$ cat config.mk
export PLATFORM = sky130hd
export DESIGN_NAME = iob_timer_multi
export DESIGN_NICKNAME = d
export VERILOG_FILES = /design/src/rtl/iob_timer_multi.sv
export SDC_FILE = /design/constraint.sdc
export NUM_CORES = 1
export LEC_CHECK = 0
export ABC_AREA = 1
export ABC_CLOCK_PERIOD_IN_PS = 4400
export BUFFER_PORTS_ARGS = -buffer_cell sky130_fd_sc_hd__buf_2
export CAP_MARGIN = 20
export CORE_ASPECT_RATIO = 1.4
export CORE_MARGIN = 2
export CORE_UTILIZATION = 35
export DETAILED_ROUTE_END_ITERATION = 10
export HOLD_SLACK_MARGIN = 0.03
export PLACE_DENSITY_LB_ADDON = 0.12
export SLEW_MARGIN = 20
export SYNTH_ARGS = -nofsm -noshare
export SYNTH_HDL_FRONTEND = slang
export SYNTH_SLANG_ARGS = --single-unit
$ cat constraint.sdc
create_clock -name clk_i -period 4.4 [get_ports clk_i]
set_input_delay 0.22 -clock clk_i [delete_from_list [all_inputs] [get_ports clk_i]]
set_output_delay 0.22 -clock clk_i [all_outputs]
set_load 0.005 [all_outputs]
$ cat src/rtl/iob_timer_multi.sv
// Multi-channel timer: N_CH counters sharing one programmable prescaler tick,
// each with compare, free-run/periodic/one-shot modes, sample strobe and flags.
module iob_timer_multi #(
  parameter int unsigned N_CH    = 4,
  parameter int unsigned DATA_W  = 32,
  parameter int unsigned PRESC_W = 16
) (
  input  logic                     clk_i,
  input  logic                     arst_n_i,
  input  logic                     cke_i,
  input  logic [PRESC_W-1:0]       presc_i,
  input  logic [N_CH-1:0]          en_i,
  input  logic [N_CH-1:0]          clr_i,
  input  logic [2*N_CH-1:0]        mode_i,
  input  logic [N_CH*DATA_W-1:0]   cmp_i,
  input  logic [N_CH-1:0]          rstrb_i,
  output logic [N_CH*DATA_W-1:0]   time_o,
  output logic [N_CH-1:0]          match_o,
  output logic [N_CH-1:0]          done_o,
  output logic [N_CH-1:0]          ovf_o
);

  localparam int unsigned TIME_W = N_CH * DATA_W;

  localparam logic [1:0] MODE_PERIODIC = 2'b01;
  localparam logic [1:0] MODE_ONESHOT  = 2'b10;

  logic [PRESC_W-1:0] pcnt_q;
  logic [PRESC_W-1:0] pcnt_d;
  logic               any_en_c;
  logic               tick_c;

  logic [DATA_W-1:0]  cnt_q [N_CH];
  logic [DATA_W-1:0]  cnt_d [N_CH];
  logic [N_CH-1:0]    done_d;
  logic [N_CH-1:0]    ovf_d;
  logic [N_CH-1:0]    match_d;
  logic [TIME_W-1:0]  time_d;

  // Shared prescaler; >= keeps it sane when presc_i is lowered mid-count.
  always_comb begin
    any_en_c = |en_i;
    tick_c   = any_en_c && (pcnt_q >= presc_i);
    pcnt_d   = pcnt_q;
    if (!any_en_c || tick_c) begin
      pcnt_d = '0;
    end else begin
      pcnt_d = pcnt_q + PRESC_W'(1);
    end
  end

  // Per-channel next state: clear beats tick, tick beats hold.
  always_comb begin
    cnt_d   = cnt_q;
    done_d  = done_o;
    ovf_d   = ovf_o;
    match_d = '0;
    time_d  = time_o;
    for (int k = 0; k < N_CH; k++) begin : g_ch
      logic [DATA_W-1:0] cmp_v;
      logic [1:0]        mode_v;
      logic              hit;
      cmp_v  = cmp_i[k*DATA_W +: DATA_W];
      mode_v = mode_i[2*k +: 2];
      hit    = (cnt_q[k] == cmp_v);
      if (rstrb_i[k]) begin
        time_d[k*DATA_W +: DATA_W] = cnt_q[k];
      end
      if (clr_i[k]) begin
        cnt_d[k]  = '0;
        done_d[k] = 1'b0;
        ovf_d[k]  = 1'b0;
      end else if (tick_c && en_i[k] && !done_o[k]) begin
        match_d[k] = hit;
        if (mode_v == MODE_PERIODIC) begin
          cnt_d[k] = hit ? '0 : cnt_q[k] + DATA_W'(1);
        end else if (mode_v == MODE_ONESHOT) begin
          if (hit) begin
            done_d[k] = 1'b1;
          end else begin
            cnt_d[k] = cnt_q[k] + DATA_W'(1);
          end
        end else begin
          cnt_d[k] = cnt_q[k] + DATA_W'(1);
          if (&cnt_q[k]) begin
            ovf_d[k] = 1'b1;
          end
        end
      end
    end
  end

  // State registers; cke_i low freezes everything but forces match_o low.
  always_ff @(posedge clk_i or negedge arst_n_i) begin
    if (!arst_n_i) begin
      pcnt_q  <= '0;
      time_o  <= '0;
      match_o <= '0;
      done_o  <= '0;
      ovf_o   <= '0;
      for (int k = 0; k < N_CH; k++) begin
        cnt_q[k] <= '0;
      end
    end else if (cke_i) begin
      pcnt_q  <= pcnt_d;
      time_o  <= time_d;
      match_o <= match_d;
      done_o  <= done_d;
      ovf_o   <= ovf_d;
      for (int k = 0; k < N_CH; k++) begin
        cnt_q[k] <= cnt_d[k];
      end
    end else begin
      match_o <= '0;
    end
  end

endmodule

==> results_dict.tcl <==
set metrics [dict create \
    critical_path.startpoint_type "flop" \
    finalWirelength_um 59600 \
    clock-root-buffer "clkbuf_16" \
    io_buffers 306 \
    holdCritStartpoint "rstrb_i[3]" \
    synth_area_um2 18000 \
    nFillCells 5407 \
    fp.dieH_um 272 \
    grt_pass1_wl_um 93300 \
    highest_layer "met5" \
    peakVddDrop_v 0.000286 \
    wl_per_cell_um 16.9 \
    total_leakage_power_nw 10.4 \
    cts_buffer_depth 3 \
    synth.top_cell.area_share_pct 39.6 \
    postCtsSetupBuffers 0 \
    crit_arrival_ns 3.40 \
    placedCellCount 3462 \
    reg2reg_from "pcnt_q[3]$_DFFE_PN0P_" \
    dieArea_um2 53200 \
    syn_nets 2780 \
    htreeDepth 1 \
    area_delta_synth_final_pct 16.6 \
    skew_ns 0.0173 \
    max_cap_viol_count 0 \
    met2_length_um 29900 \
    gp_congestion 0.899 \
    yosys_warnings 0 \
    synthTopCellsByCount "956 x nand2_1, 306 x nor2_1, 284 x dfrtp_1" \
    tritoncts "yes" \
    setup_tns_ns 0 \
    cp-startpoint "pcnt_q[3]$_DFFE_PN0P_" \
    synth.most_common_cell "nand2_1" \
    yosysSeqAreaShare_pct 39.6 \
    hp-class "input pin to flop" \
    yosys.area.top_type "dfrtp_1" \
    cp_max_fo 33 \
    viasPerCell 4.82 \
    grt-ovfl-total 0 \
    grt_max_degree 107 \
    multi_input_area_um2 9260 \
    rows 98 \
    core_area_um2 50900 \
    ys_ff_latch 284 \
    crit_type "flop to flop" \
    grt.total_usage_pct 22.1 \
    synth_edf_count 0 \
    critical_path_required_ns 4.91 \
    hpwl_um 45100 \
    synthTopCellsByArea "dfrtp_1 40%, nand2_1 20%, nor2_1 6.4%" \
    final_cells 3526 \
    synthArstFlopShare_pct 100 \
    finalNetCount 3038 \
    worst_slew_pin_slew_ns 0.919 \
    start_util_pct 35.3 \
    drt-initial-drc-count 1039 \
    antenna_found_initial 8 \
    fmax_mhz 347 \
    dr_wl_met3_um 3020 \
    clock_sinks 284 \
    status "finished, final reports clean" \
    power_density_nw_per_um2 311 \
    final-hold-violation-count 0 \
    synth_cell_types 44 \
    synth_cells 2592 \
    drv_slew 0 \
    ys.flop_type "dfrtp_1" \
    die_x_um 195 \
    cts_buffers 31 \
    clk_pin_slew_ns 0.06 \
    fin_util_pct 41.2 \
    grt_pass1_vias 16838 \
    clk_latency_ns 0.59 \
    layout-drive-gt1-share_pct 15.7 \
    holdWs_ns 0.0740 \
    avgSynthCellArea_um2 6.93 \
    route.detailed.drc 0 \
    timing.final.crit_share_pct 65.6 \
    setup_viol 0 \
    max-slew-margin-rel_pct 38.5 \
    num_vias 17010 \
    regArea_um2 7110 \
    first_pass_iters 5 \
    final.min_clock_period_ns 2.89 \
    rsz0062_at_grt "false" \
    wl_met1_um 24600 \
    ant_nets 0 \
    ios 307 \
    cp-end-kind "flop" \
]
[final timing paths]
path / to / slack, ns / cells after the start
min in group asynchronous: cnt_q[70]$_DFFE_PN0P_ / 0.20 / 2
worst max register to register: cnt_q[25]$_DFFE_PN0P_ / 1.51 / 13
worst max-delay path: cnt_q[25]$_DFFE_PN0P_ / 1.51 / 13
worst min register to register: time_o[55]$_DFFE_PN0P_ / 0.47 / 2
max in group asynchronous: time_o[70]$_DFFE_PN0P_ / 3.10 / 3
worst min-delay path: time_o[99]$_DFFE_PN0P_ / 0.07 / 4
[cell families after synthesis]
| family | count (synthesis) | share of synthesized area (%) |
|---|---|---|
| AND/OR/NAND/NOR | 1565 | 36.4 |
| buffers and inverters | 380 | 8.94 |
| flip-flops | 284 | 39.6 |
| AO/OA/AOI/OAI | 178 | 5.42 |
| XOR/XNOR | 148 | 7.21 |
| adder cells (fa/ha/maj) | 21 | 1.46 |
| multiplexers | 16 | 1.00 |
[metrics by stage]
stage | cell area (um2) | setup slack (ns) | power [W]
floorplan | 18000 | 2.48 | 0.00352
CTS | 20900 | 1.48 | 0.00663
global placement | 19900 | 1.57 | 0.00392
global route | 20900 | 1.21 | 0.00687
detailed placement | 19900 | 1.52 | 0.00394
finish | 20900 | 1.51 | 0.00651
[metal layers]
layer / vias to the layer above / GRT usage [%]
li1: 8551 / -
met1: 7877 / 26.6
met2: 465 / 39.9
met3: 109 / 3.36
met4: 8 / 7.91
met5: - / 0
[final cells by class]
cell class / instances / share of cell area [%]
Timing Repair Buffer: 321 / 8.08
Clock buffer: 39 / 4.18
Antenna cell: 2 / 0.0239
Inverter: 284 / 5.09
Multi-Input combinational cell: 1928 / 44.2
Sequential cell: 284 / 33.9
Clock inverter: 18 / 0.609
Tap cell: 650 / 3.88
[power breakdown]
group          internal, W  switching, W
logic             0.000365      0.000557
clock network      0.00146       0.00117
registers          0.00277      0.000190
total              0.00460       0.00191
[state kept, by name (all words and copies together), names as in the netlist]
name,flops
match_o,4
done_o,4
cnt_q,128
pcnt_q,16
time_o,128
ovf_o,4
[critical path: stages (launching register included)]
cell and delay (ns):
dfrtp_1 0.43, ha_1 0.31, nand2_1 0.07, nor2_1 0.10
nor2_1 0.05, nand2_1 0.05, nand2_1 0.05, nand2_1 0.08
nand2_2 0.10, a21oi_4 0.24, nand3_4 0.41, nand2_2 0.70
nand2_1 0.13, nand2_1 0.08
[repair_timing]
item / in CTS / in global routing
hold buffers: 5 / 0
resized for setup: 0 / 0
hold endpoints to repair: 98 / 0
[cells in the final DEF, fill, tap and decap left out, types with 43 or more instances in the layout]
cell,n
nand3_1,123
o21ai_0,145
xnor2_1,72
inv_1,273
dfrtp_1,284
buf_2,305
nor2_1,306
nand2_1,954
nand4_1,43
nor3_1,70
xor2_1,76
Note: power is estimated with default switching activity, not from simulation.
